`config.mk`:
```
export PLATFORM = sky130hd
export DESIGN_NAME = trigger_packetizer
export DESIGN_NICKNAME = d
export VERILOG_FILES = /design/src/rtl/trigger_packetizer_pkg.sv /design/src/rtl/trigger_packetizer.sv
export SDC_FILE = /design/constraint.sdc
export NUM_CORES = 1
export LEC_CHECK = 0
export ABC_CLOCK_PERIOD_IN_PS = 3800
export BUFFER_PORTS_ARGS = -buffer_cell sky130_fd_sc_hd__buf_2
export CELL_PAD_IN_SITES_DETAIL_PLACEMENT = 0
export CELL_PAD_IN_SITES_GLOBAL_PLACEMENT = 1
export CORE_ASPECT_RATIO = 0.6
export CORE_MARGIN = 8
export CORE_UTILIZATION = 35
export DETAILED_ROUTE_END_ITERATION = 6
export PLACE_DENSITY_LB_ADDON = 0.15
export SETUP_SLACK_MARGIN = 0.15
export SLEW_MARGIN = 20
export SYNTH_ARGS = -nofsm -noshare
export SYNTH_HDL_FRONTEND = slang
export SYNTH_SLANG_ARGS = --single-unit
```
`constraint.sdc`:
```
create_clock -name aclk -period 3.8 [get_ports aclk]
set_clock_uncertainty 0.1 [all_clocks]
set_input_delay 0.38 -clock aclk [delete_from_list [all_inputs] [get_ports aclk]]
set_output_delay 0.38 -clock aclk [all_outputs]
set_load 0.01 [all_outputs]
```
`src/rtl/trigger_packetizer_pkg.sv`:
```
// ============================================================================
// Module      : trigger_packetizer_pkg
// Description : Shared state encoding and constants for trigger_packetizer.
// Revision    : 1.0 - initial release
// ============================================================================
`default_nettype none

package trigger_packetizer_pkg;

    localparam int TIMESTAMP_WIDTH = 64;

    typedef enum logic [1:0] {
        IDLE    = 2'd0,
        ARMED   = 2'd1,
        CAPTURE = 2'd2,
        DONE    = 2'd3
    } state_t;

endpackage

`default_nettype wire

```
`src/rtl/trigger_packetizer.sv`:
```
// ============================================================================
// Module      : trigger_packetizer
// Description : Forwards cfg_length samples as one AXI-Stream packet after an
//               armed trigger; drops samples otherwise. Optional trigger
//               timestamp under TRIG_TIMESTAMP_EN.
// Revision    : 1.0 - initial release
// ============================================================================
`default_nettype none

module trigger_packetizer
    import trigger_packetizer_pkg::*;
#(
    parameter int AXIS_TDATA_WIDTH = 32,
    parameter int CNTR_WIDTH       = 32
) (
    input  logic                        aclk,
    input  logic                        aresetn,
    input  logic                        arm,
    input  logic                        trigger,
    input  logic [CNTR_WIDTH-1:0]       cfg_length,
    input  logic [AXIS_TDATA_WIDTH-1:0] s_axis_tdata,
    input  logic                        s_axis_tvalid,
    output logic                        s_axis_tready,
    output logic [AXIS_TDATA_WIDTH-1:0] m_axis_tdata,
    output logic                        m_axis_tvalid,
    input  logic                        m_axis_tready,
    output logic                        m_axis_tlast,
    output logic                        busy,
    output logic                        done
`ifdef TRIG_TIMESTAMP_EN
    ,
    output logic [TIMESTAMP_WIDTH-1:0]  trig_timestamp
`endif
);

    localparam logic [CNTR_WIDTH-1:0] c_one  = {{(CNTR_WIDTH-1){1'b0}}, 1'b1};
    localparam logic [CNTR_WIDTH-1:0] c_zero = '0;

    state_t                r_state;
    state_t                w_state_next;
    logic [CNTR_WIDTH-1:0] r_count;
    logic [CNTR_WIDTH-1:0] r_len;
    logic                  w_capture;
    logic                  w_handshake;
    logic                  w_last_beat;
    logic                  w_arm_accept;
    logic                  w_fire;

    always_comb begin
        w_capture     = (r_state == CAPTURE);
        m_axis_tdata  = s_axis_tdata;
        m_axis_tvalid = w_capture & s_axis_tvalid;
        s_axis_tready = w_capture ? m_axis_tready : 1'b1;
        w_handshake   = w_capture & s_axis_tvalid & m_axis_tready;
        w_last_beat   = (r_count == (r_len - c_one));
        m_axis_tlast  = m_axis_tvalid & w_last_beat;
        busy          = (r_state == ARMED) | w_capture;
        done          = (r_state == DONE);
        w_arm_accept  = 1'b0;
        w_fire        = 1'b0;
        w_state_next  = r_state;

        case (r_state)
            IDLE: begin
                if (arm && (cfg_length != c_zero)) begin
                    w_arm_accept = 1'b1;
                    w_state_next = ARMED;
                end
            end
            ARMED: begin
                // Abort takes precedence over a coincident trigger.
                if (!arm) begin
                    w_state_next = IDLE;
                end else if (trigger) begin
                    w_fire       = 1'b1;
                    w_state_next = CAPTURE;
                end
            end
            CAPTURE: begin
                if (w_handshake && w_last_beat) begin
                    w_state_next = DONE;
                end
            end
            DONE: begin
                if (!arm) begin
                    w_state_next = IDLE;
                end
            end
            default: w_state_next = IDLE;
        endcase
    end

    always_ff @(posedge aclk) begin
        if (!aresetn) begin
            r_state <= IDLE;
        end else begin
            r_state <= w_state_next;
        end
    end

    always_ff @(posedge aclk) begin
        if (!aresetn) begin
            r_count <= '0;
            r_len   <= '0;
        end else if (w_arm_accept) begin
            r_count <= '0;
            r_len   <= cfg_length;
        end else if (w_handshake) begin
            r_count <= r_count + c_one;
        end
    end

`ifdef TRIG_TIMESTAMP_EN
    logic [TIMESTAMP_WIDTH-1:0] r_cycle;
    logic [TIMESTAMP_WIDTH-1:0] r_trig_ts;

    always_ff @(posedge aclk) begin
        if (!aresetn) begin
            r_cycle   <= '0;
            r_trig_ts <= '0;
        end else begin
            r_cycle <= r_cycle + 64'd1;
            if (w_fire) begin
                r_trig_ts <= r_cycle;
            end
        end
    end

    assign trig_timestamp = r_trig_ts;
`endif

endmodule

`default_nettype wire
```
==> flow_summary.yaml, run 1 <==
clock_tree:
  cts_tree: "done"
  clk_pin_slew_ps: 60
  htreeDepth: 3
  clock_path_buffers: 2
  cts-root-buf: "clkbuf_16"
  cts_buffers: 9
  clk_latency_ps: 330
  postCtsHoldBufs: 0
  cts_sinks: 66
worst_setup_path:
  start_kind: "flop"
  cp-end-kind: "output port"
  criticalPathCategory: "flop to output port"
  path_max_fanout: 8
  cp.arrival_ps: 3020
  cp.required_ps: 3320
final_layout:
  drive_gt1_share_pct: 15.3
  areaGrowthSynthToFinish_pct: 10.9
  n_antenna_cell: 0
  final_nets: 630
  utilization_pct: 39.5
detailed_routing:
  drt-total-wl_um: 13500
  firstDrtPassIters: 5
  drtIter0Drc: 173
  wl_met2_um: 4880
  top_layer: "met4"
  wl_met3_um: 1220
  avgViaCountPerCell: 5.48
  drc: 0
  ant_nets: 0
  routedWlPerCell_um: 18.6
  drt-met1-wl_um: 7360
  vias: 3983
pwr:
  power_leakage_uw: 0.00192
  finalPower_uw: 2150
  ir_worst_vdd_mv: 0.181
  power_density_nw_per_um2: 427
global_route:
  grt_start_max_net_pins: 37
  grt_pass1_wl_um: 21000
  first_global_vias: 3727
  antenna_found_initial: 0
  track_usage_pct: 15.9
  grt-ovfl-total: 0
placed_design:
  dpl.hpwl_um: 10700
  place.gp.congestion: 0.898
  portBuffers: 42
synth:
  synthXorXnorAreaFrac_pct: 11.0
  synth_top_area_share_pct: 29.0
  synth_cell_types: 62
  yosys.area.top_type: "dfxtp_1"
  synthFlopType: "dfxtp_1"
  synth_top_family_by_area: "simple AND/OR/NAND/NOR gates"
  synthMuxAreaShare_pct: 7.70
  yosysSeqAreaShare_pct: 29.0
  syn_area_um2: 4550
  synthArstFlopShare_pct: 0
  avgSynthCellArea_um2: 8.29
  synth_fa_ha_area_share_pct: 1.92
  synthTopCellsByArea: "dfxtp_1 (29%), mux2i_1 (7.7%), xnor2_1 (6.7%)"
  synthSimpleGateAreaFrac_pct: 32.0
  syn_nets: 626
  synth-edff-count: 0
  syn_inst: 549
  synthTopCellsByCount: "dfxtp_1 (66), nor2_1 (60), nor2b_1 (36), mux2i_1 (35), xnor2_1 (35)"
  synth_warnings: 0
  synth.most_common_cell: "dfxtp_1"
  synth_compound_area_share_pct: 9.46
  synth_seq_cells: 66
floorplanning:
  die_w_um: 163
  pin_count: 107
  start_util_pct: 35.6
  fp.dieArea_um2: 17000
  die_y_um: 104
  rows: 32
  fp.coreArea_um2: 12800
timing:
  fmax_mhz: 285
  period_needed_ps: 3500
  grt_setup_unrepaired: "false"
  fin_setup_tns_ps: 0
  setup_viol: 0
  min_period_over_period_pct: 92.2
  drv_slew: 0
  hold_violations: 0
  tightest_slew_ps: 642
  slew_headroom_pct: 56.8
run_status:
  status: "complete, no violations"
flow_run:
  maxCapViolCount: 0
hold_path:
  holdCritPathClass: "primary input to flop"
==> power breakdown <==
group	switching (uW)	internal [uW]	total (uW)
Sequential	67.1	725	792
Combinational	308	235	544
Clock	299	520	819
==> cell usage in the layout, fill, tap and decap left out, types with 10 or more instances in the layout <==
master	netlist	final
a21oi_1	13	13
and3_1	12	12
and4_1	10	10
buf_2	3	42
buf_4	33	12
dfxtp_1	66	64
inv_1	11	11
mux2i_1	35	35
nand2_1	24	23
nand3_1	13	13
nand4_1	18	18
nor2_1	60	60
nor2b_1	36	36
nor3_1	11	11
nor4_1	22	19
or3_1	10	10
xnor2_1	35	35
xor2_1	22	22
==> routing by layer <==
layer | vias up | global-route usage, %
met2 | 135 | 19.6
li1 | 1947 | -
met1 | 1895 | 24.4
met3 | 6 | 6.28
met4 | 0 | 3.26
met5 | - | 0
==> worst paths after layout <==
| path | start | to | slack, ps | cells past startpoint |
|---|---|---|---|---|
| setup / recovery | r_len[8] | m_axis_tlast | 300 | 8 |
| setup reg to reg | r_len[8] | flop | 620 | 9 |
| hold reg to reg | flop | flop | 420 | 2 |
| hold / removal | cfg_length[28] | r_len[28] | 220 | 3 |
==> sequential cells by signal (all words and copies together), names as in the netlist, named ones only <==
| signal | count |
|---|---|
| r_state | 1 |
| r_len | 32 |
| r_count | 32 |
==> cells by family after synthesis <==
logic type	count (synthesis)
AND/OR/NAND/NOR	251
buffers and inverters	72
flip-flops	66
AO/OA/AOI/OAI	61
XOR/XNOR	57
multiplexers	35
adder cells (fa/ha/maj)	7
==> cell type report <==
cell class | count | area, um2
tap | 170 | 213
inverter | 11 | 41.3
timing repair buffer | 54 | 300
sequential | 66 | 1320
multi-input combinational | 411 | 2890
clock buffer | 12 | 246
fill | 1303 | 7720
clock inverter | 3 | 40.0
==> worst max-delay path: stages, from the launching register on <==
cell,delay (ps)
dfxtp_1,390
nor4_4,420
nand4_1,320
buf_4,270
a2111oi_1,420
a211oi_1,100
o311ai_1,380
and4b_1,260
buf_2,130
==> metrics by stage <==
step	instances	setup WS [ps]	hold WS, ps	area, um2
detailed placement	708	350	398	4670
global placement	708	402	404	4670
global route	727	164	214	5050
floorplan	549	886	368	4550
finish	727	296	225	5050
CTS	723	162	212	4980
==> timing repair <==
item	CTS	global route
gates resized for setup	3	8
setup endpoints to repair	1	1
buffers inserted	0	4
pin swaps	0	5
(Power assumes the default switching activity.)
==> run 2: changes to the inputs <==
ABC_CLOCK_PERIOD_IN_PS = 3000   (was 3800)
MAX_ROUTING_LAYER = met4   (was default)
clock period = 3 ns   (was 3.8 ns; I/O delays follow)
==> run 2 against run 1 <==
  * The run now ends with negative setup slack left
  * Clock power grew 34%
  * Sequential share of layout area shrank 2.0 points
  * Sequential power grew 22%
  * Power grew 35%
  * Largest cell class unchanged
  * Largest power group unchanged
==> flow_summary.yaml, run 2 (same netlist as run 1, synthesis figures left out) <==
pwr:
  power_leakage_uw: 0.00218
  finalPower_uw: 2920
  power_density_nw_per_um2: 534
  ir_worst_vdd_mv: 0.253
timing:
  finalWorstSetupSlack_ps: -255
  drv_slew: 0
  tightest_slew_ps: 502
  hold_violations: 0
  period_needed_ps: 3250
  fin_setup_tns_ps: -312
  min_period_over_period_pct: 108
  setup_viol: 3
  fmax_mhz: 307
  grt_setup_unrepaired: "true"
  slew_headroom_pct: 65.6
final_layout:
  drive_gt1_share_pct: 23.1
  final_cell_count_no_fill: 772
  largest_registers: "r_count: 32 flops, r_len: 32 flops, r_state: 1 flops"
  final_area_um2: 5470
  areaGrowthSynthToFinish_pct: 20.1
  final_nets: 674
  layout_commonest_cell: "dfxtp_1"
  layout_common_cells: "dfxtp_1 (63), nor2_1 (60), buf_4 (54)"
  n_antenna_cell: 0
clock_tree:
  cts_buffers: 9
  cts-root-buf: "clkbuf_16"
  postCtsHoldBufs: 0
  clk_pin_slew_ps: 60
  htreeDepth: 3
  cts_sinks: 66
  cts_tree: "done"
  clock_path_buffers: 2
  clk_latency_ps: 330
worst_setup_path:
  r2r_start: "r_len[5]"
  start_kind: "flop"
  cp.arrival_ps: 2850
  path_max_fanout: 6
  cp.required_ps: 2600
  cp-end-kind: "output port"
  startpoint: "r_len[5]"
  criticalPathCategory: "flop to output port"
floorplanning:
  die_w_um: 163
  die_y_um: 104
  start_util_pct: 35.6
  fp.coreArea_um2: 12800
  fp.dieArea_um2: 17000
  rows: 32
  pin_count: 107
flow_run:
  maxCapViolCount: 0
detailed_routing:
  ant_nets: 0
  firstDrtPassIters: 5
  drt-total-wl_um: 14000
  avgViaCountPerCell: 5.38
  vias: 4151
  drc: 0
  drtIter0Drc: 320
  routedWlPerCell_um: 18.1
run_status:
  status: "complete, but fails checks"
  violations: "negative setup slack"
hold_path:
  holdCritPathClass: "primary input to flop"
  hp-start: "cfg_length[16]"
global_route:
  grt_pass1_wl_um: 21900
  grt-ovfl-total: 0
  grt_start_max_net_pins: 37
  first_global_vias: 3897
  antenna_found_initial: 1
  track_usage_pct: 16.9
placed_design:
  dp_slack_ps: 9.82
  place.gp.congestion: 0.940
  placed_cells_incl_taps: 749
  dpl.hpwl_um: 11000
  place_area_um2: 4990
  portBuffers: 42
==> run 2: cell count changes in the layout (fill, tap and decap cells not counted), sizes merged <==
cell / delta
buf: +44
clkinvlp: +2
clkbuf: -1
==> run 2: final cells by class <==
cell class	instances	area, um2
inverter	11	41.3
timing repair buffer	98	647
tap	170	213
fill	1295	7310
multi-input combinational	411	2920
clock inverter	5	62.6
clock buffer	11	253
sequential	66	1330
==> run 2: power by group <==
group          internal, uW  leakage (uW)  total (uW)  switching [uW]
clock                   692      0.000148        1100             411
sequential              918      0.000538         968            50.7
combinational           390       0.00149         846             456
total                  2000       0.00218        2920             917
==> run 2: timing repair <==
item	4_1_cts	5_1_grt
gates cloned	0	0
gates resized for setup	15	6
pin swaps	9	2
setup buffers	4	3
endpoints found under the setup margin	3	6
==> run 2: path summary, 6_finish.rpt <==
path | to | slack (ps) | cells after the start
max | m_axis_tlast | -250 | 9
min | r_len[16] | 140 | 3
max reg2reg | flop | -50 | 12
min reg2reg | flop | 410 | 2
==> run 2: critical path, cell delays in order (launching register included) <==
cell       delay [ps]
dfxtp_2           350
nor4_4            260
buf_4             170
nand4_1           210
buf_4             240
a2111oi_1         430
a211oi_1           80
o311ai_1          360
and4b_1           290
buf_2             140
==> run 2: metrics by stage <==
step | utilization (%) | hold slack, ps
2_1_floorplan | - | 366
3_3_place_gp | 39.1 | 394
3_5_place_dp | 39.1 | 396
4_1_cts | 42.4 | 129
5_1_grt | 42.8 | 139
6_report | 42.8 | 143
==> run 2: routing by layer <==
layer / vias up / part of all wire, % / global-route usage, %
met5: - / 0 / -
met4: 0 / 0.44 / 2.48
met3: 7 / 7.5 / 4.82
met2: 142 / 35 / 19.7
met1: 1968 / 57 / 26.9
li1: 2034 / - / -
